**src/rtl/dmem_arbiter_if.sv**
```systemverilog
// Data-memory arbiter bus: two requester ports, the shared
// memory port and status outputs, bundled for the arbiter.
interface dmem_arbiter_if #(
  parameter int AW = 32,
  parameter int DW = 32
);
  logic          m0_req;
  logic          m0_we;
  logic [AW-1:0] m0_addr;
  logic [DW-1:0] m0_wdata;
  logic          m0_gnt;
  logic          m0_rvalid;

  logic          m1_req;
  logic          m1_we;
  logic [AW-1:0] m1_addr;
  logic [DW-1:0] m1_wdata;
  logic          m1_gnt;
  logic          m1_rvalid;

  logic [DW-1:0] rdata;
  logic          mem_we;
  logic [AW-1:0] mem_addr;
  logic [DW-1:0] mem_wdata;
  logic [DW-1:0] mem_rdata;
  logic          busy;
  logic [15:0]   gnt_cnt0;
  logic [15:0]   gnt_cnt1;

  modport slave (
    input  m0_req, m0_we, m0_addr, m0_wdata,
    input  m1_req, m1_we, m1_addr, m1_wdata,
    input  mem_rdata,
    output m0_gnt, m0_rvalid,
    output m1_gnt, m1_rvalid,
    output rdata, mem_we, mem_addr, mem_wdata,
    output busy, gnt_cnt0, gnt_cnt1
  );

  modport master (
    output m0_req, m0_we, m0_addr, m0_wdata,
    output m1_req, m1_we, m1_addr, m1_wdata,
    output mem_rdata,
    input  m0_gnt, m0_rvalid,
    input  m1_gnt, m1_rvalid,
    input  rdata, mem_we, mem_addr, mem_wdata,
    input  busy, gnt_cnt0, gnt_cnt1
  );
endinterface

```
**src/rtl/dmem_arbiter.sv**
```systemverilog
// Round-robin arbiter giving a core port and a debug/loader
// port shared access to one data memory of fixed read latency.
module dmem_arbiter #(
  parameter int AW      = 32,
  parameter int DW      = 32,
  parameter int MEM_LAT = 0
) (
  input logic           clk,
  input logic           reset,
  dmem_arbiter_if.slave bus
);
  typedef enum logic [1:0] {
    IDLE,
    ISSUE,
    WAIT,
    RESP
  } state_e;

  localparam logic [2:0] LAT_M1 = 3'(MEM_LAT - 1);

  state_e        state_q, state_d;
  logic          own_q, own_d;
  logic          last_q, last_d;
  logic          we_q, we_d;
  logic [AW-1:0] addr_q, addr_d;
  logic [DW-1:0] wdata_q, wdata_d;
  logic [DW-1:0] rdata_q, rdata_d;
  logic [2:0]    cnt_q, cnt_d;
  logic [15:0]   gnt_cnt0_q, gnt_cnt0_d;
  logic [15:0]   gnt_cnt1_q, gnt_cnt1_d;

  logic          win;
  logic          gnt0, gnt1;
  logic          rv0, rv1;
  logic          mwe;
  logic [AW-1:0] maddr;
  logic [DW-1:0] mwdata;

  // last_q=1 means port 1 was granted last, so port 0 wins a tie
  assign win = bus.m1_req & (~bus.m0_req | ~last_q);

  always_comb begin
    state_d = state_q;
    own_d   = own_q;
    last_d  = last_q;
    we_d    = we_q;
    addr_d  = addr_q;
    wdata_d = wdata_q;
    rdata_d = rdata_q;
    cnt_d   = cnt_q;
    gnt0    = 1'b0;
    gnt1    = 1'b0;
    rv0     = 1'b0;
    rv1     = 1'b0;
    mwe     = 1'b0;
    maddr   = '0;
    mwdata  = '0;
    unique case (state_q)
      IDLE: begin
        if (bus.m0_req | bus.m1_req) begin
          own_d   = win;
          we_d    = win ? bus.m1_we : bus.m0_we;
          addr_d  = win ? bus.m1_addr : bus.m0_addr;
          wdata_d = win ? bus.m1_wdata
                        : bus.m0_wdata;
          state_d = ISSUE;
        end
      end
      ISSUE: begin
        gnt0   = ~own_q;
        gnt1   = own_q;
        mwe    = we_q;
        maddr  = addr_q;
        mwdata = wdata_q;
        last_d = own_q;
        if (we_q) begin
          state_d = IDLE;
        end else if (MEM_LAT == 0) begin
          rdata_d = bus.mem_rdata;
          state_d = RESP;
        end else begin
          cnt_d   = LAT_M1;
          state_d = WAIT;
        end
      end
      WAIT: begin
        maddr = addr_q;
        if (cnt_q == 3'd0) begin
          rdata_d = bus.mem_rdata;
          state_d = RESP;
        end else begin
          cnt_d = cnt_q - 3'd1;
        end
      end
      RESP: begin
        rv0     = ~own_q;
        rv1     = own_q;
        state_d = IDLE;
      end
      default: state_d = IDLE;
    endcase

    gnt_cnt0_d = gnt_cnt0_q;
    gnt_cnt1_d = gnt_cnt1_q;
    if (gnt0 && gnt_cnt0_q != 16'hFFFF)
      gnt_cnt0_d = gnt_cnt0_q + 16'd1;
    if (gnt1 && gnt_cnt1_q != 16'hFFFF)
      gnt_cnt1_d = gnt_cnt1_q + 16'd1;
  end

  always_ff @(posedge clk) begin
    if (!reset) begin
      state_q    <= IDLE;
      own_q      <= 1'b0;
      last_q     <= 1'b1;
      we_q       <= 1'b0;
      addr_q     <= '0;
      wdata_q    <= '0;
      rdata_q    <= '0;
      cnt_q      <= '0;
      gnt_cnt0_q <= '0;
      gnt_cnt1_q <= '0;
    end else begin
      state_q    <= state_d;
      own_q      <= own_d;
      last_q     <= last_d;
      we_q       <= we_d;
      addr_q     <= addr_d;
      wdata_q    <= wdata_d;
      rdata_q    <= rdata_d;
      cnt_q      <= cnt_d;
      gnt_cnt0_q <= gnt_cnt0_d;
      gnt_cnt1_q <= gnt_cnt1_d;
    end
  end

  // reset gates strobes combinationally so an ISSUE write is dropped
  assign bus.m0_gnt    = gnt0 & reset;
  assign bus.m1_gnt    = gnt1 & reset;
  assign bus.m0_rvalid = rv0 & reset;
  assign bus.m1_rvalid = rv1 & reset;
  assign bus.mem_we    = mwe & reset;
  assign bus.mem_addr  = maddr;
  assign bus.mem_wdata = mwdata;
  assign bus.rdata     = rdata_q;
  assign bus.busy      = (state_q != IDLE);
  assign bus.gnt_cnt0  = gnt_cnt0_q;
  assign bus.gnt_cnt1  = gnt_cnt1_q;
endmodule

```
**src/flat_wrapper.sv**
```systemverilog
// flat-port wrapper written by rule: the top's interface ports become plain ports
module dmem_arbiter_flat 
#(
  parameter int AW      = 32,
  parameter int DW      = 32,
  parameter int MEM_LAT = 0
)
  (clk, reset, bus_m0_req, bus_m0_we, bus_m0_addr, bus_m0_wdata, bus_m1_req, bus_m1_we, bus_m1_addr, bus_m1_wdata, bus_mem_rdata, bus_m0_gnt, bus_m0_rvalid, bus_m1_gnt, bus_m1_rvalid, bus_rdata, bus_mem_we, bus_mem_addr, bus_mem_wdata, bus_busy, bus_gnt_cnt0, bus_gnt_cnt1);
  dmem_arbiter_if #(.AW(AW), .DW(DW)) bus_i ();
  input logic clk;
  input logic reset;
  input wire logic [$bits(bus_i.m0_req)-1:0] bus_m0_req;
  input wire logic [$bits(bus_i.m0_we)-1:0] bus_m0_we;
  input wire logic [$bits(bus_i.m0_addr)-1:0] bus_m0_addr;
  input wire logic [$bits(bus_i.m0_wdata)-1:0] bus_m0_wdata;
  input wire logic [$bits(bus_i.m1_req)-1:0] bus_m1_req;
  input wire logic [$bits(bus_i.m1_we)-1:0] bus_m1_we;
  input wire logic [$bits(bus_i.m1_addr)-1:0] bus_m1_addr;
  input wire logic [$bits(bus_i.m1_wdata)-1:0] bus_m1_wdata;
  input wire logic [$bits(bus_i.mem_rdata)-1:0] bus_mem_rdata;
  output wire logic [$bits(bus_i.m0_gnt)-1:0] bus_m0_gnt;
  output wire logic [$bits(bus_i.m0_rvalid)-1:0] bus_m0_rvalid;
  output wire logic [$bits(bus_i.m1_gnt)-1:0] bus_m1_gnt;
  output wire logic [$bits(bus_i.m1_rvalid)-1:0] bus_m1_rvalid;
  output wire logic [$bits(bus_i.rdata)-1:0] bus_rdata;
  output wire logic [$bits(bus_i.mem_we)-1:0] bus_mem_we;
  output wire logic [$bits(bus_i.mem_addr)-1:0] bus_mem_addr;
  output wire logic [$bits(bus_i.mem_wdata)-1:0] bus_mem_wdata;
  output wire logic [$bits(bus_i.busy)-1:0] bus_busy;
  output wire logic [$bits(bus_i.gnt_cnt0)-1:0] bus_gnt_cnt0;
  output wire logic [$bits(bus_i.gnt_cnt1)-1:0] bus_gnt_cnt1;
  assign bus_i.m0_req = bus_m0_req;
  assign bus_i.m0_we = bus_m0_we;
  assign bus_i.m0_addr = bus_m0_addr;
  assign bus_i.m0_wdata = bus_m0_wdata;
  assign bus_i.m1_req = bus_m1_req;
  assign bus_i.m1_we = bus_m1_we;
  assign bus_i.m1_addr = bus_m1_addr;
  assign bus_i.m1_wdata = bus_m1_wdata;
  assign bus_i.mem_rdata = bus_mem_rdata;
  assign bus_m0_gnt = bus_i.m0_gnt;
  assign bus_m0_rvalid = bus_i.m0_rvalid;
  assign bus_m1_gnt = bus_i.m1_gnt;
  assign bus_m1_rvalid = bus_i.m1_rvalid;
  assign bus_rdata = bus_i.rdata;
  assign bus_mem_we = bus_i.mem_we;
  assign bus_mem_addr = bus_i.mem_addr;
  assign bus_mem_wdata = bus_i.mem_wdata;
  assign bus_busy = bus_i.busy;
  assign bus_gnt_cnt0 = bus_i.gnt_cnt0;
  assign bus_gnt_cnt1 = bus_i.gnt_cnt1;
  dmem_arbiter #(.AW(AW), .DW(DW), .MEM_LAT(MEM_LAT)) u_core (.clk(clk), .reset(reset), .bus(bus_i));
endmodule
```
**config.mk**
```make
export PLATFORM = sky130hd
export DESIGN_NAME = dmem_arbiter_flat
export DESIGN_NICKNAME = d
export VERILOG_FILES = /design/src/rtl/dmem_arbiter_if.sv /design/src/rtl/dmem_arbiter.sv /design/src/flat_wrapper.sv
export SDC_FILE = /design/constraint.sdc
export NUM_CORES = 1
export LEC_CHECK = 0
export BUFFER_PORTS_ARGS = -buffer_cell sky130_fd_sc_hd__buf_2
export CORE_MARGIN = 5
export CORE_UTILIZATION = 50
export DETAILED_ROUTE_END_ITERATION = 16
export GPL_TIMING_DRIVEN = 0
export PLACE_DENSITY = 0.95
export SLEW_MARGIN = 5
export SYNTH_ARGS = -nofsm -noshare
export SYNTH_HDL_FRONTEND = slang
export SYNTH_SLANG_ARGS = --single-unit
```
**constraint.sdc**
```tcl
create_clock -name clk -period 4 [get_ports clk]
set_input_delay 0.8 -clock clk [delete_from_list [all_inputs] [get_ports clk]]
set_output_delay 0.8 -clock clk [all_outputs]
set_load 0.02 [all_outputs]
```
==> metrics.txt, run 1 <==
CP cell instances=inv_1 > ha_1 > clkbuf_1 > clkbuf_1 > and2_1 > buf_2; Worst slew margin=0.285; final wirelength=21100 um; ant diodes=0; crit-path max FO=10; slowest CP cell=clkbuf_1; H-tree depth=4; placed cells=1227; worst clock skew=5.34 ps; RePlAce Congestion=0.943; Final Util=0.696; setup TNS=0 ps; Mapped Avg Cell Area=8.52 um2; post-synth top area share=0.423; worst-case clock buffer depth=2; synthesized net count=931; maxcap violations=0; core area=12600 um2; Tmin final=3150 ps; vias in the first global route=6638; Yosys cell types=42; EDFF count, synth=0; clk sinks=136; largest net degree at the start of global routing=17; post-route ant nets=0; Crit path arrival time=2350 ps; CTS tree=yes; Initial Util=0.510; outcome=finished, final reports clean; CP delay by family, top=buffers and inverters; first-pass GRT wire length=32100 um; fmax=0.317 GHz; Int Pwr=3110 uW; pre-CTS setup slack=954 ps; most common cell in the netlist=dfxtp_1; Seq/Total Area, Yosys=0.423; Logic pwr share=0.275; DRC=0; Inserted Clock Buffers=17; cts repair resizes=0; DPL Wire Length=15900 um; most area-consuming cells after synthesis=dfxtp_1 (42%), mux2i_1 (11%), a211oi_1 (7.9%); Hold Path Class=reg2reg; Total GRT Usage=0.268; switch share=0.329; IO Port Bufs=299; Synth Instances=756; insertion delay to the later sink of the worst-skew pair=420 ps; FF+latch area=2720 um2; layout cells sized above 1=0.320; area leader, netlist=dfxtp_1; WP data required=3200 ps; Final setup violation count=0; Final Hold Viols=0; FF+latch count, synth=136; startpoint type of the worst setup path=flop; WP buf/inv=4; P&R area growth vs syn=36.4%; Synth top cells by count=dfxtp_1 (136), nand2_1 (85), nor2_1 (77), mux2i_1 (72), a211oi_1 (68); row count=41; footprint of the multi-input gates=3460 um2; Synth Cell Area=6440 um2; hold_ws=450 ps; Finished Layout Cells=1259; Synth warnings=0; Routed WL per cell=16.8 um; Die Width=123 um; RSZ-0062 raised after global routing=no; clock power share=0.366; fin crit share=0.788; Worst-path clk slew=60 ps; CP max stage delay=420 ps; Async SR Flop Fraction=0; worst-margin pin slew=1060 ps; final worst setup slack=849 ps; NumNets Final=1249; die height=123 um; remaining global-route overflow=0; Worst setup EP type=output port; sw power=1530 uW; Via density=5.44; cts-stage hold buffer count=0; initial antenna violation count=0; 1st-pass router iterations=5; die area=15200 um2; Synth Flop Type=dfxtp_1; PD cells=528 nW/um2; drt initial violations=508; # IOs=300; Setup Buffers After CTS=0; vias after detailed routing=6852; max-slew violation total from the final report=0; CTS root buf=clkbuf_16; Sequential Power Share=0.359; fill count=988; leakage power=0.00405 uW; worst vdd ir=0.267 mV; most frequent CP cell=clkbuf_1; Crit Path Class=reg2out
## path summary, 6_finish.rpt
path / start / endpoint / slack, ps / depth (start not counted)
setup / recovery: u_core.state_q[1] / bus_mem_wdata[31] / 850 / 6
hold / removal: u_core.bus.rdata[6] / u_core.bus.rdata[6] / 450 / 2
setup reg to reg: u_core.state_q[0] / u_core.wdata_q[17] / 1570 / 8
hold reg to reg: u_core.bus.rdata[6] / u_core.bus.rdata[6] / 450 / 2
## registers in the layout (all words and copies together), names as in the netlist
register and count:
u_core.addr_q 32, u_core.own_q 1, u_core.bus.rdata 32, u_core.we_q 1, u_core.bus.gnt_cnt1 16, u_core.bus.gnt_cnt0 16
u_core.wdata_q 32, u_core.state_q 2, u_core.cnt_q 3, u_core.last_q 1
## power by group through the flow
stage | Combinational, uW | Sequential (uW) | Clock, uW
2_1_floorplan | 755 | 1730 | 0
3_3_place_gp | 1240 | 1670 | 0
3_5_place_dp | 1270 | 1680 | 0
4_1_cts | 1280 | 1660 | 1710
5_1_grt | 1400 | 1680 | 1770
6_report | 1280 | 1660 | 1700
## placed cells by master, fill, tap and decap left out, drive strengths merged, types with 9 or more instances in the layout
cell type,Yosys,layout
nor2,77,77
nand4,12,12
nand2,85,85
o31ai,10,10
ha,9,9
nand3,14,14
dfxtp,136,136
a211oi,68,68
or4,11,11
nor3,10,10
clkbuf,40,58
a21oi,54,54
buf,16,315
mux2i,72,72
and2,66,66
o21ai,12,12
## worst min-delay path, cell delays in order (launching register included)
cell,delay (ps)
dfxtp_1,300
nand2_1,50
a21oi_1,50
## metal layers
metal	part of all wire	GRT usage	vias up
met5	0	0	-
met1	0.37	0.294	3113
met3	0.076	0.0613	83
met4	0.042	0.128	0
met2	0.52	0.487	344
li1	-	-	3312
## metrics by stage
stage               instance area (um2)  total power (uW)
floorplan                          6440              2490
global placement                   8150              2910
detailed placement                 8150              2950
CTS                                8780              4650
global route                       8780              4850
finish                             8780              4630
## kinds of logic (layout without fill, tap and decap cells)
kind of cell | count (synthesis) | in the layout | share of synthesized area
mux | 72 | 72 | 0.112
buf+inv | 64 | 395 | 0.0398
xor+xnor | 1 | 1 | 0.00136
flops | 136 | 136 | 0.423
simple gates | 316 | 316 | 0.247
compound gates | 158 | 158 | 0.159
fa+ha+maj | 9 | 9 | 0.0175
## layout make-up
class | instances | area share
multi-input cells | 556 | 0.394
flip-flops and latches | 136 | 0.310
repair buffers | 299 | 0.170
clock buffers | 18 | 0.0489
plain buffers | 56 | 0.0258
well taps | 172 | 0.0245
clock inverters | 14 | 0.0234
inverters | 8 | 0.00342
(Power assumes the default switching activity.)
==> run 2, diff against run 1 <==
--- a/config.mk
+++ b/config.mk
@@ -7,10 +7,10 @@
 export LEC_CHECK = 0
 export BUFFER_PORTS_ARGS = -buffer_cell sky130_fd_sc_hd__buf_2
 export CORE_MARGIN = 5
-export CORE_UTILIZATION = 50
+export CORE_UTILIZATION = 47
 export DETAILED_ROUTE_END_ITERATION = 16
 export GPL_TIMING_DRIVEN = 0
-export PLACE_DENSITY = 0.95
+export PLACE_DENSITY = 0.92
 export SLEW_MARGIN = 5
 export SYNTH_ARGS = -nofsm -noshare
 export SYNTH_HDL_FRONTEND = slang
==> constraint.sdc (replaced) <==
create_clock -name clk -period 2.9 [get_ports clk]
set_input_delay 0.58 -clock clk [delete_from_list [all_inputs] [get_ports clk]]
set_output_delay 0.58 -clock clk [all_outputs]
set_load 0.02 [all_outputs]
==> metrics.txt, run 2 (same netlist as run 1, synthesis figures left out) <==
outcome=finished, final reports clean; Final Util=0.667; drt initial violations=435; largest net degree at the start of global routing=17; clk sinks=136; max-slew violation total from the final report=0; 1st-pass router iterations=5; initial antenna violation count=0; worst-case clock buffer depth=2; maxcap violations=0; post-route ant nets=0; # IOs=300; FF+latch area=2720 um2; worst vdd ir=0.438 mV; IO Port Bufs=299; row count=42; most common cell after layout, fill and taps aside=buf_2; cts-stage hold buffer count=0; H-tree depth=4; Via density=5.43; NumNets Final=1249; CTS root buf=clkbuf_16; Total GRT Usage=0.256; PD cells=757 nW/um2; crit-path max FO=10; startpoint type of the worst setup path=flop; worst-margin pin slew=1090 ps; insertion delay to the later sink of the worst-skew pair=410 ps; die height=127 um; Inserted Clock Buffers=17; RePlAce Congestion=0.878; die area=16100 um2; Placed Area=8160 um2; ant diodes=0; remaining global-route overflow=0; vias in the first global route=6841; final instance area=8900 um2; Worst-path clk slew=60 ps; Crit Path Class=reg2out; Hold Path Class=in2reg; P&R area growth vs syn=38.3%; DPL Wire Length=16400 um; fin crit share=0.946; Initial Util=0.482; RSZ-0062 raised after global routing=no; setup TNS=0 ps; worst clock skew=4.71 ps; fmax=0.365 GHz; r2r worst-path depth=8; Final Hold Viols=0; layout cells sized above 1=0.325; core area=13300 um2; Tmin final=2740 ps; Die Width=127 um; Worst slew margin=0.269; vias after detailed routing=6853; DRC=0; Final setup violation count=0; Crit path arrival time=2160 ps; footprint of the multi-input gates=3460 um2; CTS tree=yes; leakage power=0.00411 uW; Worst setup EP type=output port; hold path cells=3; final wirelength=21400 um; Routed WL per cell=16.9 um; commonest cells after routing, fill and taps aside=buf_2 (312), dfxtp_1 (136), nand2_1 (85); fill count=1096; WP data required=2320 ps; first-pass GRT wire length=33200 um
## run 2: changes by cell type in the layout (fill, tap and decap cells not counted), moves of 3 or more
cell       delta
clkbuf_2      +4
clkinv_2      -5
clkbuf_1      -5
clkbuf_8      +4
bufinv_16     +3
## run 2: path summary, 6_finish.rpt
| kind | slack, ps | end | startpoint |
|---|---|---|---|
| setup / recovery | 160 | bus_mem_addr[29] | u_core.state_q[0] |
| hold / removal | 400 | u_core.bus.rdata[13] | bus_mem_rdata[13] |
| setup reg to reg | 440 | u_core.wdata_q[20] | u_core.state_q[0] |
| hold reg to reg | 450 | u_core.bus.rdata[21] | u_core.bus.rdata[21] |
## run 2: layout make-up
class	count	share of cell area
multi-input cells	556	0.389
flip-flops and latches	136	0.306
repair buffers	299	0.168
clock buffers	21	0.0540
clock inverters	11	0.0295
plain buffers	56	0.0260
well taps	176	0.0247
inverters	8	0.00337
## run 2: metal layers
layer	GRT usage	vias to the layer above	wire length [um]
li1	-	3310	-
met1	0.280	3144	7980
met2	0.460	330	11000
met3	0.0580	69	1420
met4	0.132	0	937
met5	0	-	0
## run 2: stage by stage
step / instances / setup slack [ps] / total power, uW / hold WS [ps]
2_1_floorplan: 756 / 924 / 3430 / 449
3_3_place_gp: 1231 / 309 / 4020 / 439
3_5_place_dp: 1231 / 317 / 4070 / 446
4_1_cts: 1263 / 54.1 / 6770 / 388
5_1_grt: 1263 / 12.8 / 7050 / 395
6_report: 1263 / 157 / 6740 / 403
## run 2: timing repair
item,CTS,global route
resized for setup,1,6
gates cloned,0,0
hold endpoints to repair,0,0
buffers inserted,0,0
setup endpoints to repair,3,15
## run 2: critical path: stages, from the launching register on
cell,delay [ps]
dfxtp_1,440
inv_1,140
ha_1,500
clkbuf_1,300
and2_1,200
buf_2,170
## run 2: power breakdown
group | leakage, uW | switching [uW] | internal [uW]
Clock | 0.000364 | 817 | 1880
Sequential | 0.00112 | 143 | 2150
Combinational | 0.00263 | 1130 | 629
==> run 3, diff against run 2 <==
--- a/config.mk
+++ b/config.mk
@@ -7,10 +7,10 @@
 export LEC_CHECK = 0
 export BUFFER_PORTS_ARGS = -buffer_cell sky130_fd_sc_hd__buf_2
 export CORE_MARGIN = 5
-export CORE_UTILIZATION = 47
+export CORE_UTILIZATION = 30
 export DETAILED_ROUTE_END_ITERATION = 16
 export GPL_TIMING_DRIVEN = 0
-export PLACE_DENSITY = 0.92
+export PLACE_DENSITY = 0.67
 export SLEW_MARGIN = 5
 export SYNTH_ARGS = -nofsm -noshare
 export SYNTH_HDL_FRONTEND = slang
==> metrics.txt, run 3 (same netlist as run 1, synthesis figures left out) <==
Initial Util=0.305; IO Port Bufs=299; worst clock skew=9.02 ps; Final Util=0.424; Final setup violation count=0; largest net degree at the start of global routing=17; Setup Buffers After CTS=0; Worst-path clk slew=60 ps; fin crit share=0.939; core area=21100 um2; vias in the first global route=6392; startpoint type of the worst setup path=flop; DPL Wire Length=16600 um; NumNets Final=1249; worst-margin pin slew=1110 ps; RePlAce Congestion=0.847; WP data required=2320 ps; leakage power=0.00407 uW; final wirelength=21400 um; post-route ant nets=0; CP max stage delay=480 ps; CP delay by family, top=buffers and inverters; remaining global-route overflow=0; initial antenna violation count=2; cts-stage hold buffer count=0; Finished Layout Cells=1360; maxcap violations=0; first-pass GRT wire length=33200 um; CTS root buf=clkbuf_16; H-tree depth=4; Tmin final=2720 ps; setup TNS=0 ps; WP buf/inv=3; FF+latch area=2720 um2; fmax=0.367 GHz; P&R area growth vs syn=38.9%; row count=53; worst vdd ir=0.345 mV; Via density=4.78; max-slew violation total from the final report=0; Inserted Clock Buffers=17; crit-path max FO=10; DRC=0; clk sinks=136; PD cells=726 nW/um2; Die Width=157 um; 1st-pass router iterations=4; layout cells sized above 1=0.324; placed cells=1330; fill count=2174; outcome=finished, final reports clean; Design Power=6490 uW; most common cell after layout, fill and taps aside=buf_2; hold_ws=410 ps; CTS tree=yes; vias after detailed routing=6500; CP cell instances=inv_1 > ha_1 > clkbuf_1 > and2_1 > buf_2; die area=24500 um2; Hold Path Class=in2reg; slowest CP cell=ha_1; drt initial violations=238; commonest cells after routing, fill and taps aside=buf_2 (312), dfxtp_1 (136), nand2_1 (85); Routed WL per cell=15.7 um; Final Hold Viols=0; insertion delay to the later sink of the worst-skew pair=410 ps; # IOs=300; footprint of the multi-input gates=3460 um2; Crit path arrival time=2140 ps; Total GRT Usage=0.170; Crit Path Class=reg2out; ant diodes=0; worst-case clock buffer depth=2; Worst setup EP type=output port; die height=157 um; Worst slew margin=0.255
==> run 3: repair_timing <==
item	in CTS	in global routing
endpoints found under the setup margin	22	31
gates resized for setup	1	8
endpoints found under the hold margin	0	0
==> run 3: routing by layer <==
metal | vias to the layer above | part of all wire | wire length, um | global-route usage
li1 | 3311 | - | - | -
met1 | 2953 | 0.43 | 9160 | 0.215
met2 | 215 | 0.49 | 10500 | 0.289
met3 | 19 | 0.071 | 1510 | 0.0451
met4 | 2 | 0.012 | 263 | 0.0405
met5 | - | 0.00033 | 7 | 0
==> run 3: worst reg2reg max path, delay by kind of cell, from the launching register on <==
kind                     cells  cell delay (ps)
AO/OA/AOI/OAI                2              320
adder cells (fa/ha/maj)      1              260
flip-flops                   1              360
buffers and inverters        4             1530
==> run 3: layout make-up <==
type	count	share of cell area
Buffer	56	0.0260
Timing Repair Buffer	299	0.167
Multi-Input combinational cell	556	0.387
Tap cell	275	0.0385
Clock inverter	12	0.0253
Clock buffer	18	0.0480
Inverter	8	0.00336
Sequential cell	136	0.305
==> run 3: worst paths after layout <==
| path | from | to | slack (ps) | cells past startpoint |
|---|---|---|---|---|
| max reg2reg | u_core.state_q[0] | u_core.addr_q[5] | 280 | 7 |
| max | u_core.state_q[0] | bus_mem_addr[17] | 180 | 5 |
| min reg2reg | u_core.bus.rdata[19] | u_core.bus.rdata[19] | 450 | 2 |
| min | bus_mem_rdata[30] | u_core.bus.rdata[30] | 410 | 3 |
==> run 3: through the flow <==
step | instance area (um2) | worst slack [ps]
after floorplan | 6440 | 924
after global placement | 8280 | 245
after detailed placement | 8280 | 238
after CTS | 8940 | 34.0
after global routing | 8940 | -1.03
final | 8940 | 178
==> run 3: report_power, final <==
group / leakage, uW / internal (uW) / switching, uW
combinational: 0.00264 / 629 / 1140
sequential: 0.00112 / 2140 / 132
clock: 0.000312 / 1610 / 840
total: 0.00407 / 4380 / 2110
